### config.mk
export PLATFORM = sky130hd
export DESIGN_NAME = dn_residual_window
export DESIGN_NICKNAME = d
export VERILOG_FILES = /design/src/rtl/dn_residual_window.sv
export SDC_FILE = /design/constraint.sdc
export NUM_CORES = 1
export LEC_CHECK = 0
export CAP_MARGIN = 20
export CORE_MARGIN = 2
export CORE_UTILIZATION = 25
export CTS_BUF_LIST = sky130_fd_sc_hd__clkbuf_8
export DETAILED_ROUTE_END_ITERATION = 8
export DONT_BUFFER_PORTS = 1
export PLACE_DENSITY = 0.41
export SLEW_MARGIN = 20
export SYNTH_ARGS = -nofsm -noshare
export SYNTH_HDL_FRONTEND = slang
export SYNTH_SLANG_ARGS = --single-unit
export TNS_END_PERCENT = 10
### constraint.sdc
create_clock -name clk -period 15.8 [get_ports clk]
set_input_delay 3.16 -clock clk [delete_from_list [all_inputs] [get_ports clk]]
set_output_delay 3.16 -clock clk [all_outputs]
set_load 0.05 [all_outputs]
### src/rtl/dn_residual_window.sv
// dn_residual_window: N-th order finite difference of modulo-ADC samples,
// folded residual res = M_lambda(D^N y) - D^N y, packed WIN per frame and
// handed to the Kn folding-integer stage with a valid/ready handshake.
module dn_residual_window #(
    parameter int W           = 16,
    parameter int N_ORDER     = 2,
    parameter int LAMBDA_LOG2 = 2,
    parameter int WIN         = 13
) (
    input  logic                   clk,
    input  logic                   reset,
    input  logic                   s_valid,
    output logic                   s_ready,
    input  logic [W-1:0]           sample_in,
    output logic                   dn_valid,
    input  logic                   dn_ready,
    output logic [WIN-1:0][W-1:0]  dn_res,
    output logic [15:0]            frame_cnt
);

    localparam int WD      = W + N_ORDER;
    localparam int WR      = WD + 1;
    localparam int IW      = (WIN > 1) ? $clog2(WIN) : 1;
    localparam int LIM_INT = 2**(W-1) - 2**(LAMBDA_LOG2+1);
    localparam logic signed [WR-1:0] LIM_POS = WR'(LIM_INT);
    localparam logic signed [WR-1:0] LIM_NEG = -LIM_POS;

    typedef enum logic [1:0] {PRIME, COLLECT, HOLD} state_t;

    state_t                 state;
    logic [2:0]             pcnt;
    logic [IW-1:0]          idx;
    logic signed [WD-1:0]   taps  [N_ORDER];
    logic signed [WD-1:0]   stage [N_ORDER];
    logic signed [WD-1:0]   dn;
    logic signed [WR-1:0]   fold;
    logic signed [WR-1:0]   res_full;
    logic [W-1:0]           res_sat;
    logic                   accept;

    assign accept = s_valid & s_ready;

    // Difference cascade: stage j carries D^j of the incoming sample, each
    // order subtracting the previous sample's value of the order below.
    always_comb begin
        logic signed [WD-1:0] acc;
        acc = {{N_ORDER{sample_in[W-1]}}, sample_in};
        for (int j = 0; j < N_ORDER; j++) begin
            stage[j] = acc;
            acc      = acc - taps[j];
        end
        dn = acc;
    end

    // Fold into [-lambda, lambda), form the residual, then clamp to a multiple
    // of 2*lambda so a saturated residual still lies on the fold grid.
    always_comb begin
        fold     = {{(WR-LAMBDA_LOG2-1){dn[LAMBDA_LOG2]}}, dn[LAMBDA_LOG2:0]};
        res_full = fold - {dn[WD-1], dn};
        if (res_full > LIM_POS)
            res_sat = LIM_POS[W-1:0];
        else if (res_full < LIM_NEG)
            res_sat = LIM_NEG[W-1:0];
        else
            res_sat = res_full[W-1:0];
    end

    // Frame sequencer: prime the taps, collect WIN residuals, hold until taken.
    always_ff @(posedge clk or posedge reset) begin
        if (reset) begin
            state     <= PRIME;
            s_ready   <= 1'b0;
            dn_valid  <= 1'b0;
            dn_res    <= '0;
            frame_cnt <= 16'd0;
            pcnt      <= 3'd0;
            idx       <= '0;
            for (int j = 0; j < N_ORDER; j++) taps[j] <= '0;
        end else begin
            case (state)
                PRIME: begin
                    s_ready <= 1'b1;
                    if (accept) begin
                        for (int j = 0; j < N_ORDER; j++) taps[j] <= stage[j];
                        if (pcnt == 3'(N_ORDER-1)) begin
                            pcnt  <= 3'd0;
                            state <= COLLECT;
                        end else begin
                            pcnt <= pcnt + 3'd1;
                        end
                    end
                end
                COLLECT: begin
                    s_ready <= 1'b1;
                    if (accept) begin
                        for (int j = 0; j < N_ORDER; j++) taps[j] <= stage[j];
                        dn_res[idx] <= res_sat;
                        if (idx == IW'(WIN-1)) begin
                            state    <= HOLD;
                            dn_valid <= 1'b1;
                            s_ready  <= 1'b0;
                        end else begin
                            idx <= idx + 1'b1;
                        end
                    end
                end
                HOLD: begin
                    if (dn_valid && dn_ready) begin
                        dn_valid  <= 1'b0;
                        frame_cnt <= frame_cnt + 16'd1;
                        idx       <= '0;
                        pcnt      <= 3'd0;
                        s_ready   <= 1'b1;
                        state     <= PRIME;
                        for (int j = 0; j < N_ORDER; j++) taps[j] <= '0;
                    end
                end
                default: begin
                    state   <= PRIME;
                    s_ready <= 1'b0;
                end
            endcase
        end
    end

endmodule

### Word level (Yosys, flattened, before mapping)

Index checks and enable logic that the tools add are counted.

| word-level totals | value |
|---|---|
| RAM bits | 0 |
| memories | 0 |
| input port bits | 20 |
| output and inout bits | 226 |
| memory bits (read-only) | 0 |
| latch bits | 0 |
| flip-flop bits (word level) | 271 |
| logic and storage cells | 87 |

| cells by class | value |
|---|---|
| $lt $le $gt $ge | 4 |
| bitwise gates (word level) | 1 |
| multipliers | 0 |
| reductions and logical operators | 14 |
| equal/unequal tests | 11 |
| div/mod/pow operators | 0 |
| add/subtract/negate cells | 6 |
| shifts and indexed selects | 0 |
| multiplexer cells | 30 |

Operators with widths:

| cell | number |
|---|---|
| bitwise mux 208 bit | 1 |
| two-way mux 36 bit | 2 |
| case mux 36 bit (2 select lines) | 1 |
| demux 16 bit (select 4 bit) | 1 |
| two-way mux 16 bit | 3 |
| greater-than comparator 19 x 16 -> 1 bit, second input constant | 1 |
| < comparator 19 x 16 -> 1 bit, second input constant | 1 |
| subtractor 3 x 18 -> 19 bit | 1 |
| subtractor 16 x 18 -> 18 bit | 1 |
| subtractor 18 bit | 1 |
| adder 16 x 1 -> 16 bit, second input constant | 1 |
| two-way mux 4 bit | 3 |
| inequality test 2 bit, second input constant | 6 |
| two-way mux 2 bit | 5 |
| two-way mux 3 bit | 3 |
| case mux 4 bit (2 select lines) | 1 |
| AND reduction 4 bit | 2 |
| two-way mux 1 bit | 6 |
| case mux 2 bit (3 select lines) | 1 |
| case mux 3 bit (2 select lines) | 1 |
| AND reduction 3 bit | 2 |
| nonzero test 2 bit | 3 |
| < comparator 4 x 5 -> 1 bit, second input constant | 1 |
| AND reduction 5 bit | 1 |
| 15 further kinds | 17 |

### Logic depth before layout (Yosys ltp)

| depth | value |
|---|---|
| depth in word-level cells | 7 |
| mapped depth | 31 |
| gate-level depth less buffers | 28 |

### Worst setup path before layout

Ideal clock, no wire load.

| timing path | value |
|---|---|
| kind | input-to-reg |
| from | input sample_in[0] |
| to | register dn_res[46] (netlist bit) |
| setup time | 0.141 ns |
| slack | 6.721 ns |
| arrival | 8.938 ns |
| path buffers | 2 |
| required time | 15.659 ns |
| stages | 30 |
| cell sequence | inv_1 > ha_1 > fa_1 > nor2b_1 > o21ai_0 > a21boi_0 > o21a_1 > nor2_1 > xnor2_1 > ha_1 > a21o_1 > a21o_1 > a221o_1 > a21oi_1 > nor2b_1 > o21a_1 > o21ai_0 > a21o_1 > ha_1 > clkbuf_1 > and3_1 > and3_1 > a211oi_2 > o21ai_2 > xnor2_4 > nand2_1 > maj3_1 > a21oi_2 > buf_4 > a31oi_1 |

| between the ends | value |
|---|---|
| cells in the longest elaborated chain, start to end | 7 |
| elaborated cells on any way between the ends | 8 |
| classes of those cells | add/sub (3); order compare (2); mux (3) |

RTL lines:

| element | RTL line | RTL |
|---|---|---|
| start: declaration | 14 | `input logic [W-1:0] sample_in,` |
| subtractor 16 x 18 -> 18 bit * | 50 | `acc = acc - taps[j];` |
| subtractor 18 bit * | 50 |  |
| subtractor 3 x 18 -> 19 bit * | 59 | `res_full = fold - {dn[WD-1], dn};` |
| < comparator 19 x 16 -> 1 bit | 62 | `else if (res_full < LIM_NEG)` |
| two-way mux 16 bit | 62 |  |
| two-way mux 16 bit * | 60 | `if (res_full > LIM_POS)` |
| bitwise mux 208 bit * | 97 | `dn_res[idx] <= res_sat;` |
| end signal: indexed assignment | 97 |  |
| end: declaration | 17 | `output logic [WIN-1:0][W-1:0] dn_res,` |

Every way passes the cells marked *; elsewhere a longest branch is shown, timed or not.
A chain may end at the register's enable or synchronous reset.

### Worst setup path in the final report

| timing path | value |
|---|---|
| from | input sample_in[0] |
| to | register dn_res[40] (netlist bit) |

The elaborated chain is that of the path after synthesis.

==> run summary <==
For flop-to-flop paths, the worst setup slack is 7.94 ns. The tools report the maximum level of the CTS H-tree as 2. For the arrival time reported for the critical path endpoint, the log shows 10.51 ns. The multi-input combinational cells in the finished layout cover a total of 0.00553 sq mm.

By instance count, the cell type seen most on the critical path is sky130_fd_sc_hd__a21o_1. For the worst setup path, the data required time is 16.23 ns. The number of enable-type register cells in the synthesized netlist came out at 0. Die outline height: 223 um. In this run the tool buffered the top-level ports with 0 buffer cells. The run finished with clean final reports.

The number of global-route vias before repair was 8,284; the worst-path maximum fanout was 72. Synthesis produced 1,214 cells. The detailed placer's ending HPWL was 23.2 mm; the number of synthesis warnings was 0.

Summed over all failing endpoints, the final setup total negative slack is 0 ns. The worst slew slack as a fraction of its limit is 29.2%. The clock slew seen by the registers of the worst setup and hold paths was 0.05 ns. In the final layout, the share of cells above drive strength 1 is 12.3%.

After detailed routing, the number of remaining DRC violations is 0. The run gives 0 as the count of pins over their slew limit. The slew at the pin closest to its max-slew limit came out at 1.06 ns. Entering global routing, the biggest net connects 94 pins. In the synthesized netlist the async set-or-reset flop fraction comes to 100%. The wire length after detailed routing is 33.8 mm, and the maximum achievable frequency is 99.1 MHz. The mapped netlist covers 0.0119 sq mm. The final routed wire length divided by cell count is 18.3 um, and the setup skew after layout is 0.0281 ns. The later pin in the worst-skew pair is clocked with a latency of 0.63 ns.

The post-cts repair resize count was 0; the area occupied by registers was 0.00576 sq mm. For this block, the via count after detailed routing is 8,628. Global routing used 13.4% of the available tracks across all layers. The post-CTS setup buffer count came out at 0. The first global-routing pass estimated 52.1 mm of wire. The layout has 5,019 filler cells. Critical path class: in -> reg. The worst path uses 63.8% of the clock period. TritonCTS built the clock tree.

The logs give 0 for the initial antenna violation count and 0 for the final-report setup violation count. The die footprint was 0.0495 sq mm; the relative area change from synthesis to final layout was 12.7%. The run gives 80 as the number of rows created at floorplan.

The number of antenna diodes in the final layout is 0. In the layout the commonest cells are sky130_fd_sc_hd__dfrtp_1 (230), sky130_fd_sc_hd__nor2_1 (131), sky130_fd_sc_hd__nand2_1 (103). The average cell area after synthesis works out to 9.83 sq um. The number of standard cells in the layout, taps in and fillers out was 1,851; the detail-routed via count per cell was 4.66.

The run gives 0.733 as the weighted congestion reported at the end of routability-driven placement. Cells fill 28.4% of the core in the end. The slowest stage of the critical path is the sky130_fd_sc_hd__buf_4 cell. In this run the remaining antenna-violating nets after routing total 0.

For the number of hold buffers added after CTS, the log shows 0. Clock tree synthesis selected as its root buffer the cell sky130_fd_sc_hd__clkbuf_8. Setup repair after global routing left no endpoint under its margin. Synthesis inferred 230 register bits.

The largest single stage delay on the critical path is 0.74 ns. Counting cells, the worst reg-to-reg path comes to 28. In this run the critical register-to-register path is launched from taps[18]. Critical hold path startpoint: taps[1]. The number of clock sinks is 230. The total overflow left after global routing is 0. The endpoint identified for the worst register-to-register timing path is dn_res[40]. The sequential area share after synthesis was 48.2%; the post-synthesis cell type count was 76. Counting along the longest clock path gives a buffer depth of 3.

The min-delay analysis places its worst path in the category reg -> reg. The number of buffers added by the clock tree synthesis step came out at 46. STA classifies the critical path endpoint as a register. The predominant post-synthesis flop cell is sky130_fd_sc_hd__dfrtp_1. In the final design database the tool counted 1,273 nets. The total placed cells including tap cells was 1,765.

Startpoint class of the critical path: an input port. The die width is 223 um. The tools report the final hold violation count as 0. Before antenna repair, the detailed router went through 4 iterations. For this configuration, the core starts out at a cell density of 25.2%. Pin placement for this block handled 246 I/O pins. The core area came out at 0.0474 sq mm.

Leading cell type in the layout, fill and taps excluded: sky130_fd_sc_hd__dfrtp_1. Hold path depth: 2. The minimum period implied by the final worst setup slack came out at 10.09 ns. Across the run, the number of max-cap violations was 0. The detailed router finished its first iteration with 390 violations. The end point of the most critical hold path was taps[1].
[cells in the mapped netlist (all sizes together), types with 7 or more instances]
cell type	n	area, sq um
mux2	13	146
nand4	7	43.8
clkbuf	45	169
buf	68	489
nand2	103	387
a31oi	96	663
o21a	10	75.1
and2	15	93.8
a22oi	9	67.6
a21o	16	120
o21ai	82	418
dfrtp	230	5760
a22o	29	254
or3	8	75.1
xor2	21	184
nand3	19	95.1
and3	18	113
nor3	18	101
nor2	134	503
a211oi	7	67.6
nor2b	11	68.8
inv	49	184
a21oi	31	163
o31ai	16	120
ha	53	663
nand2b	9	56.3
xnor2	31	290
or2	10	62.6
[area by class of cell]
class                      count  area share [%]
clock inverter                21            1.60
clock buffer                  64            6.55
multi-input combinational    860            41.1
sequential                   230            42.8
inverter                      49            1.42
timing repair buffer          12           0.819
tap                          615            5.72
[flip-flops by register name (all words and copies together) (netlist names)]
name       count
idx            4
state          2
s_ready        1
dn_valid       1
pcnt           3
frame_cnt     16
dn_res       169
taps          34
[critical path, delay by kind of cell]
family | cells | cell delay (ns)
AO/OA/AOI/OAI | 16 | 3.84
adder cells (fa/ha/maj) | 5 | 1.69
buffers and inverters | 2 | 0.77
XOR/XNOR | 2 | 0.54
AND/OR/NAND/NOR | 4 | 0.45
[worst max-delay path by stage]
stage / depth (start not counted) / from / to / slack (ns)
finish: 29 / sample_in[0] / dn_res[40] / 5.71
CTS: 29 / sample_in[0] / dn_res[40] / 5.79
global placement: 27 / sample_in[0] / dn_res[115] / 5.15
floorplan: 1 / reset / dn_res[100] / 6.34
detailed placement: 26 / sample_in[0] / dn_res[179] / 5.14
global route: 29 / sample_in[0] / dn_res[70] / 5.13
[metrics by stage]
step / setup slack, ns / area, sq um / hold slack, ns
after floorplan: 6.34 / 12100 / 0.450
after global placement: 5.15 / 12300 / 0.470
after detailed placement: 5.14 / 12300 / 0.471
after CTS: 5.79 / 13400 / 0.483
after global routing: 5.13 / 13500 / 0.502
final: 5.71 / 13500 / 0.480
[kinds of logic after synthesis]
group	synth area share (%)
flops	48.2
fa+ha+maj	5.81
buf+inv	7.05
other cells	0.0314
mux	1.23
simple gates	14.4
compound gates	19.3
xor+xnor	3.97
[metal layers]
layer | vias to the layer above | global-route usage, % | wire length, um
met5 | - | 0 | 0
met4 | 0 | 4.63 | 731
met3 | 54 | 3.95 | 2380
met2 | 201 | 20.8 | 15100
met1 | 4175 | 17.9 | 15600
li1 | 4198 | - | -
Power is left out: the tool's default activity adds up to more than one toggle a clock period on the data nets, which glitch-free logic cannot reach.
